[config.mk]
export PLATFORM = sky130hd
export DESIGN_NAME = alu_result_stage
export DESIGN_NICKNAME = d
export VERILOG_FILES = /design/src/rtl/alu_result_stage.sv
export SDC_FILE = /design/constraint.sdc
export NUM_CORES = 1
export LEC_CHECK = 0
export ABC_AREA = 1
export CORE_UTILIZATION = 28
export DETAILED_ROUTE_END_ITERATION = 6
export PLACE_DENSITY_LB_ADDON = 0.05
export REMOVE_ABC_BUFFERS = 1
export SYNTH_ARGS = -nofsm -noshare
export SYNTH_HDL_FRONTEND = slang
export SYNTH_SLANG_ARGS = --single-unit
[constraint.sdc]
create_clock -name clk -period 1.7 [get_ports clk]
set_clock_uncertainty 0.1 [all_clocks]
set_input_delay 0.34 -clock clk [delete_from_list [all_inputs] [get_ports clk]]
set_output_delay 0.34 -clock clk [all_outputs]
set_load 0.005 [all_outputs]
[src/rtl/alu_result_stage.sv]
// Capture stage between the ALU and the 32-bit internal bus: a small result FIFO
// that emits narrow results as one beat and wide (MUL/DIV) results as low/high beats.
module alu_result_stage #(
  parameter int DATA_W = 32,
  parameter int DEPTH  = 2
) (
  input  logic                  clk,
  input  logic                  clr,
  input  logic                  in_valid,
  output logic                  in_ready,
  input  logic [2*DATA_W-1:0]   in_result,
  input  logic                  in_wide,
  output logic                  out_valid,
  input  logic                  out_ready,
  output logic [DATA_W-1:0]     out_data,
  output logic                  out_hi,
  output logic                  out_last,
  output logic                  out_zero,
  output logic                  out_neg
);

  localparam int PTR_W = $clog2(DEPTH);
  localparam int CNT_W = $clog2(DEPTH + 1);
  localparam logic [CNT_W-1:0] FULL = CNT_W'(DEPTH);

  typedef enum logic {
    BEAT_LO = 1'b0,
    BEAT_HI = 1'b1
  } beat_t;

  logic [2*DATA_W-1:0] res_q [DEPTH];
  logic [2*DATA_W-1:0] res_d [DEPTH];
  logic [DEPTH-1:0]    wide_q, wide_d;
  logic [DEPTH-1:0]    zero_q, zero_d;
  logic [DEPTH-1:0]    neg_q, neg_d;
  logic [PTR_W-1:0]    wr_ptr_q, wr_ptr_d;
  logic [PTR_W-1:0]    rd_ptr_q, rd_ptr_d;
  logic [CNT_W-1:0]    count_q, count_d;
  beat_t               beat_q, beat_d;

  logic [2*DATA_W-1:0] head_res;
  logic                head_wide;
  logic                head_zero;
  logic                head_neg;
  logic                cap_zero;
  logic                cap_neg;
  logic                push;
  logic                fire;
  logic                pop;

  assign head_res  = res_q[rd_ptr_q];
  assign head_wide = wide_q[rd_ptr_q];
  assign head_zero = zero_q[rd_ptr_q];
  assign head_neg  = neg_q[rd_ptr_q];

  // Flags are judged on the meaningful width of the result only.
  assign cap_zero = in_wide ? (in_result == '0) : (in_result[DATA_W-1:0] == '0);
  assign cap_neg  = in_wide ? in_result[2*DATA_W-1] : in_result[DATA_W-1];

  always_comb begin
    out_valid = (count_q != '0);
    in_ready  = (count_q != FULL);
    out_data  = '0;
    out_hi    = 1'b0;
    out_last  = 1'b0;
    out_zero  = 1'b0;
    out_neg   = 1'b0;
    if (out_valid) begin
      out_zero = head_zero;
      out_neg  = head_neg;
      if (beat_q == BEAT_HI) begin
        out_data = head_res[2*DATA_W-1:DATA_W];
        out_hi   = 1'b1;
        out_last = 1'b1;
      end else begin
        out_data = head_res[DATA_W-1:0];
        out_last = !head_wide;
      end
    end
  end

  assign push = in_valid && in_ready;
  assign fire = out_valid && out_ready;
  assign pop  = fire && out_last;

  always_comb begin
    res_d    = res_q;
    wide_d   = wide_q;
    zero_d   = zero_q;
    neg_d    = neg_q;
    wr_ptr_d = wr_ptr_q;
    rd_ptr_d = rd_ptr_q;
    count_d  = count_q;
    beat_d   = beat_q;

    if (push) begin
      res_d[wr_ptr_q]  = in_result;
      wide_d[wr_ptr_q] = in_wide;
      zero_d[wr_ptr_q] = cap_zero;
      neg_d[wr_ptr_q]  = cap_neg;
      wr_ptr_d         = wr_ptr_q + PTR_W'(1);
    end

    if (pop) begin
      rd_ptr_d = rd_ptr_q + PTR_W'(1);
    end

    case ({push, pop})
      2'b10:   count_d = count_q + CNT_W'(1);
      2'b01:   count_d = count_q - CNT_W'(1);
      default: count_d = count_q;
    endcase

    // A non-final beat can only be the low half of a wide head.
    if (fire) begin
      beat_d = pop ? BEAT_LO : BEAT_HI;
    end
  end

  always_ff @(posedge clk) begin
    if (clr) begin
      wr_ptr_q <= '0;
      rd_ptr_q <= '0;
      count_q  <= '0;
      beat_q   <= BEAT_LO;
      wide_q   <= '0;
      zero_q   <= '0;
      neg_q    <= '0;
    end else begin
      wr_ptr_q <= wr_ptr_d;
      rd_ptr_q <= rd_ptr_d;
      count_q  <= count_d;
      beat_q   <= beat_d;
      wide_q   <= wide_d;
      zero_q   <= zero_d;
      neg_q    <= neg_d;
    end
  end

  // Result payload needs no reset; it is never observed while its entry is empty.
  always_ff @(posedge clk) begin
    res_q <= res_d;
  end

endmodule

==> run summary <==
Path type of the worst min-delay path: reg -> reg
Reg2reg setup slack: -260 ps
GRT Overall Usage: 16.42%
Pwr Total: 12,680 uW
Crit share post-route: 125.1%
Critical path, cell by cell: buf_8 > buf_12 > buf_8 > nor2_1 > nor2_1 > o21ai_1 > a21oi_1 > buf_2
Routed vias: 4,542
CTS Hold Bufs: 0
Die Span X: 145.0 um
Htree depth: 4
CTS tree: built
Syn avg cell area: 11.36 um^2
Placed Cells: 928
Layout cells sized above 1: 40.00%
Detailed Route WL: 17,180 um
Startpoint Class: flip-flop
First-pass GRT wire length: 25,670 um
Post-Syn Instances: 504
FMAX: 0.4704 GHz
Clk pin slew, worst setup/hold paths: 60 ps
Post-synthesis sequential area ratio: 70.98%
DRT antenna net count: 0
Worst Path Arrival: 1690 ps
CTS sink count: 139
Crit-path max cell delay: 380 ps
Slew Viols, Final: 0
Die Span Y: 145.0 um
IO buf count: 106
Total CTS buffers: 17
Avg Vias per Cell: 4.519
Slowest-stage cell, CP: dfxtp_4
Dominant cell type by area after synthesis: edfxtp_1
Core area: 19,780 um^2
Leakage: 0.003475 uW
Mapped cell area: 5725 um^2
Crit. End Element: output pin
1st-pass router iterations: 4
Final setup violation count: 40
WL/cell: 17.10 um
Synth area leaders: edfxtp_1 67%, nor2_1 11%, o21ai_0 5.3%, dfxtp_1 3.8%, a21oi_1 3.5%
Placer Congestion: 0.7446
Worst slew pin tran: 357.4 ps
Final nets: 797
Ys async rst share: 0%
RR Startpoint: rd_ptr_q
Finished Layout Cells: 1,005
Reg2Reg Depth: 11
Post-synth EDFFs: 128
Violated checks: setup timing
Setup TNS Final: -12,900 ps
Yosys synthesis warning count: 0
RSZ-0062 raised after global routing: yes
Synthesis-stage register bit count: 139
Outcome: finished, violations left
Synth top cells by count: 170 x nor2_1, 128 x edfxtp_1, 61 x o21ai_0
# diodes: 0
Peak VDD IR: 0.0008134 V
Num ports: 107
Hold Path End: neg_q[0]
Synth top area share: 67.13%
Hold Crit Depth: 2
Most common cell in the netlist: nor2_1
Max-cap violations: 0
Worst relative slew slack: 76.14%
Worst setup margin: -426.1 ps
DPL Wire Length: 10,560 um
Critical path class: reg -> out
Largest net degree at the start of global routing: 29
Worst Path Required: 1260 ps
Synth unique cells: 27
Crit-path max FO: 8
# DRC: 0
Final Hold Viols: 0
Global route overflow: 0
Post-Route Utilization: 47.20%
Power density over the cells: 1358 nW/um^2
Placement Rows: 51
CTS Root Cell: clkbuf_16
Latest clock arrival within the worst-skew pair: 420 ps
Initial DRC count: 219
Tmin final: 2126 ps
Initial core utilization: 28.94%
Vias in the first global route: 4,536
Clk buf depth: 2
Top_reg_cell synth: edfxtp_1
Initial antenna violation count: 0
Die ar.: 21,020 um^2
Worst hold start: neg_q[0]
FF-to-FF End: count_q[1]
Layout overhead on the synthesized area: 63.09%
[area by class of cell]
class                      instances  area [um^2]
fill                            1859        10440
sequential                       139         4074
timing repair buffer             229         2310
multi-input combinational        330         1984
clock buffer                      18        429.2
tap                              265        331.6
clock inverter                    14        153.9
inverter                          10        55.05
[where the power goes]
group / internal, uW / switching [uW]
Clock: 2280 / 1370
Sequential: 4170 / 149
Combinational: 2370 / 2330
Total: 8830 / 3850
[placed cells by master, fill, tap and decap left out, types with 4 or more instances in the layout]
cell type	Yosys	layout
buf_4	1	68
o21ai_4	0	14
nand2_2	3	4
buf_8	0	5
clkdlybuf4s50_1	0	68
o21ai_0	61	12
clkinv_2	0	5
nand2_1	26	23
nor2_1	170	148
o21ai_1	13	28
buf_2	10	34
nor2_4	2	17
o21ai_2	1	21
inv_1	5	4
edfxtp_1	128	128
a21oi_1	40	19
buf_12	0	23
dfxtp_1	11	7
a21oi_2	1	21
nor2_2	2	9
buf_6	3	23
clkbuf_16	0	19
[per-stage QoR]
step | hold slack [ps] | setup WS, ps | instance area (um^2)
final | 384.7 | -426.1 | 9338
after global routing | 425.3 | -513.8 | 9338
after CTS | 386.1 | -475.7 | 8792
after detailed placement | 359.3 | -493.5 | 7731
after global placement | 348.1 | -492.6 | 7731
after floorplan | 309.1 | -1631 | 5589
[kinds of logic (layout without fill, tap and decap cells)]
group	after synthesis	in the layout	share of synthesized area, %
AO/OA/AOI/OAI	117	117	10.49
adder cells (fa/ha/maj)	1	1	0.2185
buffers and inverters	35	271	3.038
flip-flops	139	139	70.98
AND/OR/NAND/NOR	212	212	15.28
[flip-flops by register name, summed over array words and instances (netlist names)]
register,count
res_q,128
count_q,2
neg_q,2
wide_q,2
zero_q,2
beat_q,1
rd_ptr_q,1
wr_ptr_q,1
[worst max-delay path, delay by kind of cell, from the launching register on]
family / cells / cell delay [ps]
buf+inv: 4 / 520
flops: 1 / 380
compound gates: 2 / 240
simple gates: 2 / 130
[per-layer routing]
metal | vias to the layer above | GRT usage [%] | share of wire [%]
met5 | - | 0 | 0
met4 | 0 | 5.585 | 1.5
met3 | 16 | 3.270 | 4.0
met2 | 100 | 26.71 | 49
met1 | 2218 | 21.75 | 46
li1 | 2208 | - | -
[worst max-delay path by stage]
stage | startpoint | end | slack (ps) | cells after the start
after detailed placement | count_q[1] | count_q[1] | -490 | 9
after global placement | count_q[1] | count_q[1] | -490 | 9
after global routing | rd_ptr_q | out_data[8] | -510 | 8
final | rd_ptr_q | out_data[10] | -430 | 8
after floorplan | rd_ptr_q | count_q[1] | -1630 | 8
after CTS | rd_ptr_q | out_data[21] | -480 | 6
[what timing repair did]
| action | 4_1_cts | 5_1_grt |
|---|---|---|
| buffers inserted | 26 | 19 |
| pin swaps | 38 | 65 |
| hold endpoints to repair | 0 | 0 |
| gates resized for setup | 253 | 119 |
| endpoints found under the setup margin | 42 | 42 |
| gates cloned | 5 | 2 |
Power figures use the tool's default switching activity.
